===== config.mk =====
export PLATFORM = sky130hd
export DESIGN_NAME = trng_packer
export DESIGN_NICKNAME = d
export VERILOG_FILES = /design/src/rtl/trng_packer.sv
export SDC_FILE = /design/constraint.sdc
export NUM_CORES = 1
export LEC_CHECK = 0
export ABC_AREA = 1
export CAP_MARGIN = 15
export CELL_PAD_IN_SITES_DETAIL_PLACEMENT = 1
export CELL_PAD_IN_SITES_GLOBAL_PLACEMENT = 1
export CORE_MARGIN = 5
export CORE_UTILIZATION = 45
export DETAILED_ROUTE_END_ITERATION = 6
export PLACE_DENSITY_LB_ADDON = 0.25
export REMOVE_ABC_BUFFERS = 1
export SYNTH_ARGS = -nofsm -noshare
export SYNTH_HDL_FRONTEND = slang
export SYNTH_SLANG_ARGS = --single-unit

===== constraint.sdc =====
create_clock -name clk -period 4.1 [get_ports clk]
set_clock_uncertainty 0.05 [all_clocks]
set_input_delay 0.41 -clock clk [delete_from_list [all_inputs] [get_ports clk]]
set_output_delay 0.41 -clock clk [all_outputs]
set_load 0.01 [all_outputs]

===== src/rtl/trng_packer.sv =====
// TRNG raw-bit packer: repetition-count health test, optional von Neumann debiasing,
// MSB-first packing into Dbw-bit words with a registered one-cycle memory write strobe.
module trng_packer #(
  parameter int Dbw        = 32,
  parameter int VN_EN      = 1,
  parameter int RCT_CUTOFF = 32
) (
  input  logic           clk,
  input  logic           reset_n,
  input  logic           enable,
  input  logic           raw_bit,
  input  logic           raw_valid,
  input  logic           clear_fail,
  output logic [Dbw-1:0] trng_in,
  output logic           write,
  output logic           health_fail,
  output logic [15:0]    word_cnt,
  output logic [1:0]     o_dbg_state
);

  localparam int CW = $clog2(Dbw) + 1;
  localparam int RW = $clog2(RCT_CUTOFF) + 1;

  typedef enum logic [1:0] {
    IDLE = 2'd0,
    RUN  = 2'd1,
    FAIL = 2'd2
  } state_t;

  state_t          r_state;
  logic [Dbw-1:0]  r_shift;
  logic [CW-1:0]   r_count;
  logic            r_pair_bit;
  logic            r_pair_full;
  logic [RW-1:0]   r_run;
  logic            r_last_bit;
  logic [Dbw-1:0]  r_trng;
  logic            r_write;
  logic            r_fail;
  logic [15:0]     r_word_cnt;

  logic [RW-1:0]   w_run_next;
  logic            w_trip;
  logic            w_accept;
  logic            w_acc_bit;
  logic            w_word_done;
  logic [Dbw-1:0]  w_shift_next;

  // A run counter of zero means no raw bit has been seen since the last clear.
  always_comb begin
    w_run_next = RW'(1);
    if (r_run != '0 && raw_bit == r_last_bit) begin
      if (r_run >= RW'(RCT_CUTOFF)) w_run_next = RW'(RCT_CUTOFF);
      else                          w_run_next = r_run + RW'(1);
    end
  end

  assign w_trip = raw_valid && (w_run_next == RW'(RCT_CUTOFF));

  always_comb begin
    w_accept  = raw_valid;
    w_acc_bit = raw_bit;
    if (VN_EN != 0) begin
      w_accept  = raw_valid && r_pair_full && (r_pair_bit != raw_bit);
      w_acc_bit = r_pair_bit;
    end
  end

  assign w_word_done  = w_accept && (r_count == CW'(Dbw - 1));
  assign w_shift_next = {r_shift[Dbw-2:0], w_acc_bit};

  always_ff @(posedge clk or negedge reset_n) begin
    if (!reset_n) begin
      r_state     <= IDLE;
      r_shift     <= '0;
      r_count     <= '0;
      r_pair_bit  <= 1'b0;
      r_pair_full <= 1'b0;
      r_run       <= '0;
      r_last_bit  <= 1'b0;
      r_trng      <= '0;
      r_write     <= 1'b0;
      r_fail      <= 1'b0;
      r_word_cnt  <= '0;
    end else begin
      r_write <= 1'b0;
      case (r_state)
        IDLE: begin
          r_shift     <= '0;
          r_count     <= '0;
          r_pair_full <= 1'b0;
          r_pair_bit  <= 1'b0;
          r_run       <= '0;
          if (enable && !r_fail) r_state <= RUN;
        end
        RUN: begin
          if (raw_valid) begin
            r_run      <= w_run_next;
            r_last_bit <= raw_bit;
          end
          if (w_trip) begin
            r_fail      <= 1'b1;
            r_state     <= FAIL;
            r_shift     <= '0;
            r_count     <= '0;
            r_pair_full <= 1'b0;
          end else begin
            if (raw_valid && VN_EN != 0) begin
              r_pair_full <= ~r_pair_full;
              if (!r_pair_full) r_pair_bit <= raw_bit;
            end
            if (w_accept) begin
              r_shift <= w_shift_next;
              if (w_word_done) begin
                r_trng  <= w_shift_next;
                r_write <= 1'b1;
                r_count <= '0;
                if (r_word_cnt != 16'hFFFF) r_word_cnt <= r_word_cnt + 16'd1;
              end else begin
                r_count <= r_count + CW'(1);
              end
            end
            // A word completing on the same edge enable drops is still emitted above.
            if (!enable) r_state <= IDLE;
          end
        end
        FAIL: begin
          if (clear_fail) begin
            r_fail  <= 1'b0;
            r_run   <= '0;
            r_state <= IDLE;
          end
        end
        default: r_state <= IDLE;
      endcase
    end
  end

  assign trng_in     = r_trng;
  assign write       = r_write;
  assign health_fail = r_fail;
  assign word_cnt    = r_word_cnt;
  assign o_dbg_state = r_state;

endmodule


# ---- Word level (Yosys, flattened, before mapping)
# Cells that the tools add are included.
dict set report totals {
  out_inout_bits 52
  inputBits 6
  regBits 98
}
dict set report op_classes {
  n_eq_ne 16
  n_reduce_logical 21
  magnitude_cmp 1
  muxes 31
  bitwise_logic 2
  addsub 3
}
# op count
set op_table {}
lappend op_table {{$mux W31} 2}
lappend op_table {{$pmux W31 S2} 1}
lappend op_table {{$mux W6} 7}
lappend op_table {{$pmux W6 S3} 1}
lappend op_table {{$add A16 B1 Y16 const B} 1}
lappend op_table {{$ne A16 B16 Y1 const B} 1}
lappend op_table {{$add A6 B1 Y6 const B} 2}
lappend op_table {{$ne A2 B2 Y1 const B} 6}
lappend op_table {{$pmux W6 S2} 1}
lappend op_table {{$mux W1} 11}
lappend op_table {{$ne A3 B3 Y1 const B} 3}
lappend op_table {{$reduce_and A3 Y1} 3}
lappend op_table {{$mux W2} 4}
lappend op_table {{$reduce_and A4 Y1} 2}
lappend op_table {{$eq A6 B5 Y1 const B} 1}
lappend op_table {{$eq A6 B6 Y1 const B} 1}
lappend op_table {{$ge A6 B6 Y1 const B} 1}
lappend op_table {{$logic_and A1 B1 Y1} 6}
lappend op_table {{$pmux W1 S2} 3}
lappend op_table {{$pmux W2 S3} 1}
lappend op_table {{$reduce_and A2 Y1} 3}
lappend op_table {{$reduce_bool A6 Y1} 1}
lappend op_table {{$reduce_and A5 Y1} 1}
lappend op_table {{$reduce_bool A2 Y1} 2}
lappend op_table {{other kinds (8)} 9}

# ---- Longest topological paths before layout
dict set report logic_depth {
  word_depth 7
  mapped_depth 13
}

# ---- Least setup slack after synthesis
# OpenSTA, ideal clock, no wires.
dict set report synth_timing {
  path_kind {reg-to-reg}
  from {register r_count[0]}
  to {register r_trng[10], in the netlist trng_in[10]}
  path_slack_ns 2.374
  synth_period_minus_slack_ns 1.726
  t_arrival_ns 1.558
  path_buffers 1
  stages_incl_launch_ff 14
  cell_sequence {dfrtp_1 -> ha_1 -> nand2_1 -> inv_2 -> nand2_2 -> nor2_2 -> nand2_2 -> nor2_4 -> inv_2 -> nor2_4 -> inv_2 -> buf_6 -> nand2_1 -> nand2_1}
}
dict set report synth_between {
  elab_chain_len 3
}
# item line
set synth_rtl {}
lappend synth_rtl {{start: declaration} 32} ;# logic [CW-1:0] r_count;
lappend synth_rtl {{start signal: assignment} 120} ;# r_count <= r_count + CW'(1);
lappend synth_rtl {{$eq A6 B5 Y1} 69} ;# assign w_word_done = w_accept && (r_count == CW'(Dbw - 1));
lappend synth_rtl {{$logic_and A1 B1 Y1} 69}
lappend synth_rtl {{$reduce_and A4 Y1 (no line)} --}
lappend synth_rtl {{end signal: assignment} 115} ;# r_trng <= w_shift_next;
lappend synth_rtl {{end: declaration} 37} ;# logic [Dbw-1:0] r_trng;
# No other way between the ends.
# A chain may end at the register's enable or synchronous reset.

# ---- Worst setup path after layout
dict set report layout_timing {
  from {register r_state[1], in the netlist o_dbg_state[1]}
  to {register r_trng[30], in the netlist trng_in[30]}
}
dict set report layout_between {
  elab_chain_len 2
}
# item line
set layout_rtl {}
lappend layout_rtl {{start: declaration} 30} ;# state_t r_state;
lappend layout_rtl {{start signal: assignment} 74} ;# r_state <= IDLE;
lappend layout_rtl {{start signal: assignment} 94} ;# if (enable && !r_fail) r_state <= RUN;
lappend layout_rtl {{start signal: assignment} 103} ;# r_state <= FAIL;
lappend layout_rtl {{$eq A2 B1 Y1} 87} ;# case (r_state)
lappend layout_rtl {{$reduce_and A4 Y1 (no line)} --}
# No other way between the ends.

==> metrics.yaml <==
num_io_pins: 58
row_count: 37
grt_pass1_vias: 4475
clk_pin_slew_worst_paths_ns: 0.09
grt_max_degree: 68
cts_sinks: 98
ff2ff_path_depth: 8
sequentialPowerShare_pct: 46.9
p_clk_share_pct: 29.5
rsz0062_at_grt: "false"
dp_hpwl_um: 8210
drt_pre_antenna_iters: 5
p_leak_uw: 0.00286
grt-ovfl-total: 0
maxSlewHeadroom_pct: 43.0
first_iter_violations: 251
wl_met1_um: 5900
track_usage_pct: 20.8
r2r_end: "trng_in[30]"
routed_via_density: 5.56
postCtsHoldBufs: 0
maxCapViolations: 0
path_class: "register to register"
fillers: 1280
drive_above_1_share_pct: 6.57
syn_inst: 579
setup_violations: 0
num_vias: 4226
post-route-drc-count: 0
p_int_uw: 1490
final_antenna_net_count: 0
crit_required_ns: 4.32
antennaDiodeCount: 0
hold_violations: 0
cts_root_buffer: "clkbuf_8"
layout.area.seq_um2: 2450
die_y_um: 113
worstPathArrival_ns: 2.76
yosys_warnings: 0
routedWlPerCell_um: 16.5
finalSetupTns_ns: 0
ys.flop_type: "dfrtp_1"
antenna_found_initial: 0
wl_met3_um: 295
p_switching_uw: 829
period_needed_ns: 2.54
hold_class: "input port to asynchronous set/reset pin"
combPwrFrac_pct: 23.7
yosys.area.top_type: "dfrtp_1"
design.core.area_um2: 10400
fmax_ghz: 0.394
wl_um: 12500
cts_resized: 0
finalNetCount: 630
initial_utilization_pct: 46.3
avgSynthCellArea_um2: 8.29
async_reset_ff_share_pct: 100
worst_setup_path_start_kind: "register"
finalCritPeriodShare_pct: 62.0
die_area_um2: 12800
yosysUniqueCellTypes: 26
cts_setup_buffers: 0
met2RoutedLength_um: 6160
synth-edff-count: 0
grt_pass1_wl_um: 22100
worst_slack_ns: 1.56
syn2layout_area_growth_pct: 17.6
numCtsBuffers: 9
synth_seq_cells: 98
critPathMaxFanout: 36
rr_startpoint: "o_dbg_state[1]"
pre_cts_ws_ns: 1.35
die_x_um: 113
io_buffer_count: 57
synth_area_um2: 4800
crit_end: "trng_in[30]"
worstSetupStartpoint: "o_dbg_state[1]"
gp_congestion: 0.855
netSwitchingFraction_pct: 35.7
yosysSeqAreaShare_pct: 51.1
status: "finished clean"
crit_path_end_kind: "register"
clkLatencyLatePin_ns: 0.37
ys_top_cells_by_area: "dfrtp_1, nand2_1, o2111ai_1"
worstMarginPinSlew_ns: 0.853
top_layer: "met4"
pwr_density_cell_nw_per_um2: 411
layout_commonest_cell: "nand2_1"
maxSlewViolCount: 0
r2r_slack_ns: 1.56
final_cell_mix: "nand2_1, dfrtp_1, clkdlybuf4s50_1, nand3_1, o2111ai_1"
synth_top_area_share_pct: 51.1
worst_ir_drop_vdd_mv: 0.301
cts.path.max_buffers: 2
htreeDepth: 3
multiInputGateArea_um2: 2040
cts_tree: "done"
==> worst max-delay path, cell delays in order, from the launching register on <==
cell and delay (ns):
dfrtp_1 0.48, nor2_4 0.71, inv_2 0.13, nor2_4 0.17, inv_2 0.05, nor2_4 0.29
inv_2 0.33, nand2_1 0.15, nand2_1 0.07
==> flip-flops by register name, summed over array words and instances, names as in the netlist <==
name	flops
write	1
r_pair_bit	1
health_fail	1
r_last_bit	1
word_cnt	16
trng_in	32
o_dbg_state	2
r_count	6
r_shift	31
r_pair_full	1
r_run	6
==> per-layer routing <==
metal,global-route usage [%],vias to the layer above
met3,2.25,17
met1,28.0,2123
met4,6.65,0
met2,35.3,70
li1,-,2016
met5,0,-
==> synthesized netlist by cell type (4+ instances only) <==
master,number
a21oi_1,6
o2111ai_1,38
nand3_1,50
xor2_1,9
ha_1,4
o21ai_0,8
nor2_1,32
dfrtp_1,98
inv_2,7
nand2_1,220
buf_2,17
nand4_1,21
inv_1,29
clkbuf_1,13
buf_6,4
==> power groups by stage <==
stage | combinational (µW) | clock, µW | sequential [µW]
after global routing | 604 | 744 | 1100
after CTS | 551 | 700 | 1090
after floorplan | 335 | 0 | 1090
after detailed placement | 549 | 0 | 1100
after global placement | 532 | 0 | 1100
final | 549 | 685 | 1090
==> metrics by stage <==
stage	power, µW	utilization [%]	cells	cell area [µm²]	hold WS [ns]
6_report	2320	54.4	760	5640	0.0865
5_1_grt	2440	54.4	760	5640	0.164
4_1_cts	2340	54.4	760	5640	0.115
3_5_place_dp	1650	52.4	745	5430	0.419
3_3_place_gp	1630	52.4	745	5430	0.409
2_1_floorplan	1420	-	545	4620	0.0644
==> worst min-delay path by stage <==
stage                       end  slack [ns]  cells after the start
detailed placement  trng_in[28]        0.42                      2
global route        trng_in[25]        0.16                      1
floorplan           health_fail        0.06                      0
finish              trng_in[25]        0.09                      1
CTS                 trng_in[24]        0.11                      1
global placement    trng_in[31]        0.41                      2
==> logic make-up after synthesis <==
family / count (synthesis) / share of synthesized area (%)
simple gates: 340 / 30.3
xor+xnor: 11 / 2.01
buf+inv: 70 / 6.55
flops: 98 / 51.1
compound gates: 56 / 8.95
fa+ha+maj: 4 / 1.04
==> cell type report <==
type                    instances  share of cell area (%)
flip-flops and latches         98                    43.5
multi-input cells             411                    36.2
repair buffers                 64                    11.2
well taps                     136                    3.02
inverters                      36                    2.40
clock buffers                  11                    2.33
clock inverters                 4                    1.35
Note: power is estimated with default switching activity, not from simulation.
